### src/rtl/uart_pkg.sv
// Shared types and constants for the UART transmit path.
package uart_pkg;

    localparam int unsigned STATE_W     = 3;
    localparam int unsigned UART_DATA_W = 8;

    localparam logic START_BIT = 1'b0;
    localparam logic STOP_BIT  = 1'b1;

    typedef enum logic [STATE_W-1:0] {
        IDLE  = 3'd0,
        POP   = 3'd1,
        LOAD  = 3'd2,
        START = 3'd3,
        DATA  = 3'd4,
        STOP  = 3'd5
    } tx_state_t;

endpackage

### src/rtl/uart_baud_cnt.sv
// Bit-period counter: counts 0..CLKS_PER_BIT-1 while enabled, ticks on the last cycle.
module uart_baud_cnt #(
    parameter int unsigned CLKS_PER_BIT = 16
) (
    input  logic                            clk,
    input  logic                            rst_n,
    input  logic                            clr,
    input  logic                            en,
    output logic                            tick,
    output logic [$clog2(CLKS_PER_BIT)-1:0] cnt
);

    localparam int unsigned CNT_W = $clog2(CLKS_PER_BIT);
    localparam logic [CNT_W-1:0] LAST = CNT_W'(CLKS_PER_BIT - 1);

    logic [CNT_W-1:0] cnt_d;
    logic [CNT_W-1:0] cnt_q;

    always_comb begin
        cnt_d = cnt_q;
        if (clr) begin
            cnt_d = '0;
        end else if (en) begin
            cnt_d = (cnt_q == LAST) ? '0 : cnt_q + CNT_W'(1);
        end
    end

    always_ff @(posedge clk or negedge rst_n) begin
        if (!rst_n) begin
            cnt_q <= '0;
        end else begin
            cnt_q <= cnt_d;
        end
    end

    assign tick = en && (cnt_q == LAST);
    assign cnt  = cnt_q;

endmodule

### src/rtl/fifo_uart_tx.sv
// Pops bytes from the TX FIFO and serializes each as an 8N1 UART frame.
module fifo_uart_tx
    import uart_pkg::*;
#(
    parameter int unsigned CLKS_PER_BIT = 16
) (
    input  logic       clk,
    input  logic       rst_n,
    input  logic       en,
    input  logic       fifo_empty,
    input  logic [7:0] fifo_dout,
    output logic       fifo_rd,
    output logic       tx,
    output logic       busy,
    output logic       done
);

    localparam int unsigned CNT_W = $clog2(CLKS_PER_BIT);
    localparam logic [CNT_W-1:0] DONE_CNT = CNT_W'(CLKS_PER_BIT - 2);

    tx_state_t              state_d, state_q;
    logic [UART_DATA_W-1:0] shift_d, shift_q;
    logic [2:0]             bit_idx_d, bit_idx_q;
    logic                   tx_d, tx_q;
    logic                   fifo_rd_d, fifo_rd_q;
    logic                   busy_d, busy_q;
    logic                   done_d, done_q;

    logic                   baud_clr;
    logic                   baud_en;
    logic                   baud_tick;
    logic [CNT_W-1:0]       baud_cnt;

    // Counter restarts on every state entry and only runs in the timed states.
    assign baud_clr = (state_d != state_q);
    assign baud_en  = (state_q == START) || (state_q == DATA) || (state_q == STOP);

    uart_baud_cnt #(
        .CLKS_PER_BIT(CLKS_PER_BIT)
    ) u_baud (
        .clk  (clk),
        .rst_n(rst_n),
        .clr  (baud_clr),
        .en   (baud_en),
        .tick (baud_tick),
        .cnt  (baud_cnt)
    );

    // Next-state and registered-output logic; outputs are computed for the next cycle.
    always_comb begin
        state_d   = state_q;
        shift_d   = shift_q;
        bit_idx_d = bit_idx_q;
        tx_d      = tx_q;
        fifo_rd_d = 1'b0;
        done_d    = 1'b0;

        case (state_q)
            IDLE: begin
                tx_d = STOP_BIT;
                if (en && !fifo_empty) begin
                    state_d   = POP;
                    fifo_rd_d = 1'b1;
                end
            end
            POP: begin
                state_d = LOAD;
            end
            LOAD: begin
                shift_d = fifo_dout;
                tx_d    = START_BIT;
                state_d = START;
            end
            START: begin
                if (baud_tick) begin
                    state_d   = DATA;
                    bit_idx_d = 3'd0;
                    tx_d      = shift_q[0];
                end
            end
            DATA: begin
                if (baud_tick) begin
                    if (bit_idx_q == 3'd7) begin
                        state_d = STOP;
                        tx_d    = STOP_BIT;
                    end else begin
                        shift_d   = shift_q >> 1;
                        bit_idx_d = bit_idx_q + 3'd1;
                        tx_d      = shift_q[1];
                    end
                end
            end
            STOP: begin
                done_d = (baud_cnt == DONE_CNT);
                if (baud_tick) begin
                    if (en && !fifo_empty) begin
                        state_d   = POP;
                        fifo_rd_d = 1'b1;
                    end else begin
                        state_d = IDLE;
                    end
                end
            end
            default: begin
                state_d = IDLE;
                tx_d    = STOP_BIT;
            end
        endcase

        busy_d = (state_d != IDLE);
    end

    always_ff @(posedge clk or negedge rst_n) begin
        if (!rst_n) begin
            state_q   <= IDLE;
            shift_q   <= '0;
            bit_idx_q <= '0;
            tx_q      <= STOP_BIT;
            fifo_rd_q <= 1'b0;
            busy_q    <= 1'b0;
            done_q    <= 1'b0;
        end else begin
            state_q   <= state_d;
            shift_q   <= shift_d;
            bit_idx_q <= bit_idx_d;
            tx_q      <= tx_d;
            fifo_rd_q <= fifo_rd_d;
            busy_q    <= busy_d;
            done_q    <= done_d;
        end
    end

    assign tx      = tx_q;
    assign fifo_rd = fifo_rd_q;
    assign busy    = busy_q;
    assign done    = done_q;

endmodule

### config.mk
export PLATFORM = sky130hd
export DESIGN_NAME = fifo_uart_tx
export DESIGN_NICKNAME = d
export VERILOG_FILES = /design/src/rtl/uart_pkg.sv /design/src/rtl/uart_baud_cnt.sv /design/src/rtl/fifo_uart_tx.sv
export SDC_FILE = /design/constraint.sdc
export NUM_CORES = 1
export LEC_CHECK = 0
export CAP_MARGIN = 20
export CORE_AREA = 3 3 52 54
export DETAILED_ROUTE_END_ITERATION = 6
export DIE_AREA = 0 0 55 57
export GPL_TIMING_DRIVEN = 0
export PLACE_DENSITY = 0.83
export SLEW_MARGIN = 20
export SYNTH_ARGS = -nofsm -noshare
export SYNTH_HDL_FRONTEND = slang
export SYNTH_SLANG_ARGS = --single-unit
### constraint.sdc
create_clock -name clk -period 2.3 [get_ports clk]
set_input_delay 0.23 -clock clk [delete_from_list [all_inputs] [get_ports clk]]
set_output_delay 0.23 -clock clk [all_outputs]
set_load 0.005 [all_outputs]
==> Word-level counts from Yosys, hierarchy flattened <==
Cells that the tools add are included.
{ "classes": {"n_lt_le_gt_ge": 0, "bitwise": 1, "n_mul": 0, "addsub": 2, "n_mux": 25, "n_eq_ne": 12, "n_shift": 0, "div": 0, "n_reduce_logical": 14} }
{ "op_table": {"columns": ["op", "n"], "rows": [
  ["$mux W3", 8],
  ["$pmux W3 S6", 1],
  ["$mux W8", 2],
  ["$pmux W8 S2", 1],
  ["$mux W4", 3],
  ["$eq A3 B3 Y1 const B", 3],
  ["$eq A4 B4 Y1 const B", 2],
  ["$mux W1", 7],
  ["$eq A3 B2 Y1 const B", 2],
  ["$ne A2 B2 Y1 const B", 3],
  ["$pmux W3 S2", 1],
  ["$reduce_and A3 Y1", 2],
  ["$reduce_bool A2 Y1", 3],
  ["$add A4 B1 Y4 const B", 1],
  ["$pmux W1 S4", 1],
  ["$reduce_and A4 Y1", 1],
  ["$add A3 B1 Y3 const B", 1],
  ["$eq A3 B1 Y1 const B", 1],
  ["$logic_not A3 Y1", 1],
  ["$ne A3 B3 Y1", 1],
  ["$reduce_bool A3 Y1", 1],
  ["$logic_and A1 B1 Y1", 2],
  ["$logic_or A1 B1 Y1", 2],
  ["$pmux W1 S2", 1],
  ["other kinds (3)", 3]
]} }
{ "word_totals": {"mem_bits_ro": 0, "out_inout_bits": 4, "mem_count": 0, "latchBits": 0, "input_bits": 12, "ram_bits": 0, "elab_cells": 62, "regBits": 22} }

==> Longest topological paths before layout <==
{ "logic_depth": {"word_depth": 8, "mapped_depth": 6, "mapped_depth_nobuf": 6} }

==> Hierarchy <==
Synthesis repeated with hierarchy kept, for this count alone.
{ "hier_totals": {"hier_cells": 123, "hier_area_um2": 1164.9} }
{ "by_module_without_submodules": {"columns": ["module", "seq_area_each_um2", "cells_per_inst", "area_each_um2", "n_inst"], "rows": [
  ["fifo_uart_tx", 451.7, 102, 963.4, 1],
  ["uart_baud_cnt", 100.1, 21, 201.4, 1]
]} }

==> Worst setup path before layout <==
No wires, ideal clock.
{ "synth_path": {"path_type": "register to register", "startpoint": "reg bit_idx_q[0]", "endpoint": "reg shift_q[0]", "t_arrival_ns": 1.856, "slack_ns": 0.320, "t_required_ns": 2.175, "path_stages_with_launch": 7, "n_path_buf": 0, "path_cell_list": "dfrtp_1 -> ha_1 -> ha_1 -> nand2b_1 -> or3_4 -> a21oi_4 -> mux2_2"} }
{ "synth_between": {"elab_chain_len": 3} }
{ "synth_lines": {"columns": ["element", "line", "source"], "rows": [
  ["from (decl)", "fifo_uart_tx.sv:23", "logic [2:0] bit_idx_d, bit_idx_q;"],
  ["from (signal assigned)", "fifo_uart_tx.sv:125", "bit_idx_q <= bit_idx_d;"],
  ["$eq A3 B3 Y1", "fifo_uart_tx.sv:83", "if (bit_idx_q == 3'd7) begin"],
  ["$ne A2 B2 Y1 (no source line)", null, null],
  ["$reduce_and A3 Y1 (no source line)", null, null],
  ["to (signal assigned)", "fifo_uart_tx.sv:124", "shift_q <= shift_d;"],
  ["to (decl)", "fifo_uart_tx.sv:22", "logic [UART_DATA_W-1:0] shift_d, shift_q;"]
]} }
Every way passes these cells.
A chain may end at the register's enable or synchronous reset.

==> Final worst setup path <==
{ "layout_path": {"startpoint": "reg bit_idx_q[0]", "endpoint": "reg shift_q[3]"} }
The elaborated chain is that of the path after synthesis.

==> run_results.csv <==
group,metric,value,unit
logic_synthesis,ys.warnings.count,0,
route,avgRoutedWirePerCell,14.8,µm
clock_network,clock_path_buffers,2,
global_routing,first_global_vias,857,
clock_network,post_cts_buffers,0,
die,coreArea,0.00225,mm²
clock_network,clk_root_buf,"clkbuf_4",
sta,final.setup_skew,0.00566,ns
die,die_h,57,µm
sta,setup_tns,0,ns
clock_network,cts_hold_buf,0,
setup_path,timing.critical_path.arrival,2.37,ns
final_layout,drive_gt1_share,16.9,%
setup_path,r2r-start,"bit_idx_q[0]$_DFFE_PN0P_",
sta,f_max,0.461,GHz
sta,final_min_period_over_clock_period,94.3,%
route,antenna_violating_nets_post_route,0,
global_routing,groute.usage.overall,16.7,%
global_routing,global_route_wire_length_before_repair,4.00,mm
logic_synthesis,syn_nets,127,
clock_network,clkLatencyLatePin,0.31,ns
setup_path,cp_num_buf_inv,0,
route,route.vias.total,928,
place,dp_hpwl,1.67,mm
clock_network,cts_max_level,1,
clock_network,clock_edge_transition_at_the_registers_on_the_reported_setup_and_hold_paths,0.13,ns
setup_path,critPathMaxStageDelay,0.41,ns
logic_synthesis,synth_edf_count,0,
setup_path,critical-path-top-delay-family,"simple AND/OR/NAND/NOR gates",
logic_synthesis,yosysTopAreaCellShare,44.1,%
sta,layout_min_cycle_time,2.17,ns
sta,max_slew_margin,33.8,%
global_routing,grt_max_degree,23,
sta,setup_repair_after_global_routing_missed_its_margin,"no",
die,rows,17,
setup_path,worstPathRequired,2.51,ns
logic_synthesis,yosys_register_bits,22,
route,post_drt_via_cell_ratio,5.87,
global_routing,grt_overflow_total,0,
logic_synthesis,synth_cell_type_count,37,
setup_path,cp-start-kind,"flip-flop",
worst_hold_path,timing.hold.worst.class,"primary input to asynchronous set/reset pin",
route,drc,0,
sta,finalMaxSlewViolations,0,
logic_synthesis,yosys_most_used_dff,"dfrtp_1",
logic_synthesis,synthesis.instances,111,
clock_network,tritoncts_num_sinks,22,
logic_synthesis,top_cell_type_by_total_area_after_synthesis,"dfrtp_1",
place,place.gp.congestion,0.846,
clock_network,cts_tree,"built",
setup_path,critical_path.max_fanout,8,
setup_path,cpMostUsedCell,"ha_1",
logic_synthesis,ys_async_sr_fraction,100,%
die,start_util,52.9,%
logic_synthesis,ys_seq_area_share,46.3,%
final_layout,num_antenna_cells,0,
final_layout,final_core_util,62.3,%
clock_network,cts.repair.resized,0,
logic_synthesis,synth.cell_area,0.00119,mm²
setup_path,crit_path_start,"bit_idx_q[0]$_DFFE_PN0P_",
clock_network,cts_inserted_buffers,3,
setup_path,worst-setup-path-type,"flip-flop to flip-flop",
outcome,run_status,"completed",
place,port_buffers,15,
power,worst_ir_drop_vdd,0.484,mV
route,drt_pre_antenna_iters,4,
sta,worstMarginPinSlew,0.990,ns
route,drt_first_iter_violations,22,
power,leakage_power,0.577,nW
final_layout,syn_to_final_growth,17.7,%
run,maxCapViolCount,0,
global_routing,antenna_found_initial,0,
final_layout,design.final.nets,147,
die,io_pins,16,
power,power-per-cell-area,944,mW/mm²
final_layout,final_cells,158,
logic_synthesis,synth.top_cells.by_area,"dfrtp_1 44%, mux2_2 13%, ha_1 4.2%",
die,floorplan.die.width,55,µm
die,fp.dieArea,0.00314,mm²
setup_path,cp_cell_sequence,"ha_1, ha_1, nand2b_1, or3_4, a21oi_4, mux2_2",
sta,hold_viol,0,
route,route.final.wire_length,2.34,mm
logic_synthesis,synthesis.area_per_instance,10.7,µm²
sta,setup_viol,0,
setup_path,setup.worst_path.end_class,"flip-flop",
setup_path,cp_slowest_cell,"dfrtp_1",
place,numPlacedInstances,154,
[cells in the mapped netlist, drive strengths merged, types with 3 or more instances]
cell,instances
dfrtp,21
mux2,15
a21oi,8
nor2,6
o21ai,6
ha,4
nand2b,4
nor2b,4
clkbuf,3
inv,3
nand2,3
nand3,3
or3,3
[placed cells by master (no fill, tap or decap), types with 2 or more instances in the layout]
| cell | instances |
|---|---|
| nand2b_1 | 4 |
| clkbuf_1 | 4 |
| clkdlybuf4s50_1 | 15 |
| nand2_1 | 3 |
| or3_1 | 2 |
| o21ai_0 | 6 |
| dfrtp_1 | 21 |
| a21oi_1 | 7 |
| and3_1 | 2 |
| o32ai_1 | 2 |
| a22oi_1 | 2 |
| nand4_1 | 2 |
| nor2_1 | 6 |
| nand3_1 | 2 |
| mux2_2 | 14 |
| inv_1 | 3 |
| nor3_1 | 2 |
| nor2b_1 | 4 |
| and2_1 | 2 |
| ha_1 | 4 |
| nor4_1 | 2 |
| clkbuf_4 | 3 |
| a22o_1 | 2 |
[path summary, 6_finish.rpt]
check,end,slack (ns),depth (start not counted)
max reg2reg,shift_q[3]$_DFFE_PN0P_,0.13,6
max in group asynchronous,state_q[1]$_DFF_PN0_,1.25,1
min reg2reg,shift_q[6]$_DFFE_PN0P_,0.50,1
min,fifo_rd$_DFF_PN0_,0.45,1
max,shift_q[3]$_DFFE_PN0P_,0.13,6
min in group clk,shift_q[7]$_DFFE_PN0P_,0.47,3
[layout make-up]
class,count,area (µm²)
fill,191,851
multi-input combinational,81,609
sequential,22,552
timing repair buffer,15,150
tap,28,35.0
clock buffer,4,26.3
buffer,5,20.0
inverter,3,11.3
[layer usage]
metal	wire (µm)	GRT usage (%)	share of wire, %	vias to the layer above
met2	1120	26.2	48	24
met3	130	3.92	5.6	4
li1	-	-	-	447
met1	1060	23.5	46	453
met4	21	3.13	0.90	0
met5	0	0	0	-
[worst register-to-register path, cell delays in order (launching register included)]
cell	delay, ns
dfrtp_1	0.41
ha_1	0.20
ha_1	0.21
nand2b_1	0.21
or3_4	0.36
a21oi_4	0.30
mux2_2	0.38
[power breakdown]
part           switching, mW  internal, mW
sequential            0.0980         0.524
clock                  0.123        0.0677
combinational          0.255         0.258
total                  0.476         0.850
[registers in the layout, indices dropped and copies added, names as in the netlist]
register	cells
busy	1
shift_q	8
u_baud.cnt	4
tx	1
bit_idx_q	3
state_q	3
fifo_rd	1
done	1
[logic make-up after synthesis]
group                      count (synthesis)  share of synthesized area [%]
xor gates and xnor gates                   1                          0.735
and+or+nand+nor                           34                           16.5
DFF                                       22                           46.3
adders and majority gates                  4                           4.20
AOI/OAI and AO/OA                         27                           15.5
buffers and inverters                      8                           2.62
muxes                                     15                           14.2
[stage by stage]
| step | cell area, µm² | setup slack [ns] | hold WS [ns] | power, mW |
|---|---|---|---|---|
| global placement | 1380 | 0.211 | 0.463 | 1.11 |
| finish | 1400 | 0.132 | 0.448 | 1.33 |
| global route | 1400 | 0.0776 | 0.495 | 1.42 |
| detailed placement | 1380 | 0.181 | 0.474 | 1.14 |
| CTS | 1400 | 0.152 | 0.484 | 1.32 |
| floorplan | 1190 | 0.320 | -0.0656 | 0.987 |
(Power assumes the default switching activity.)
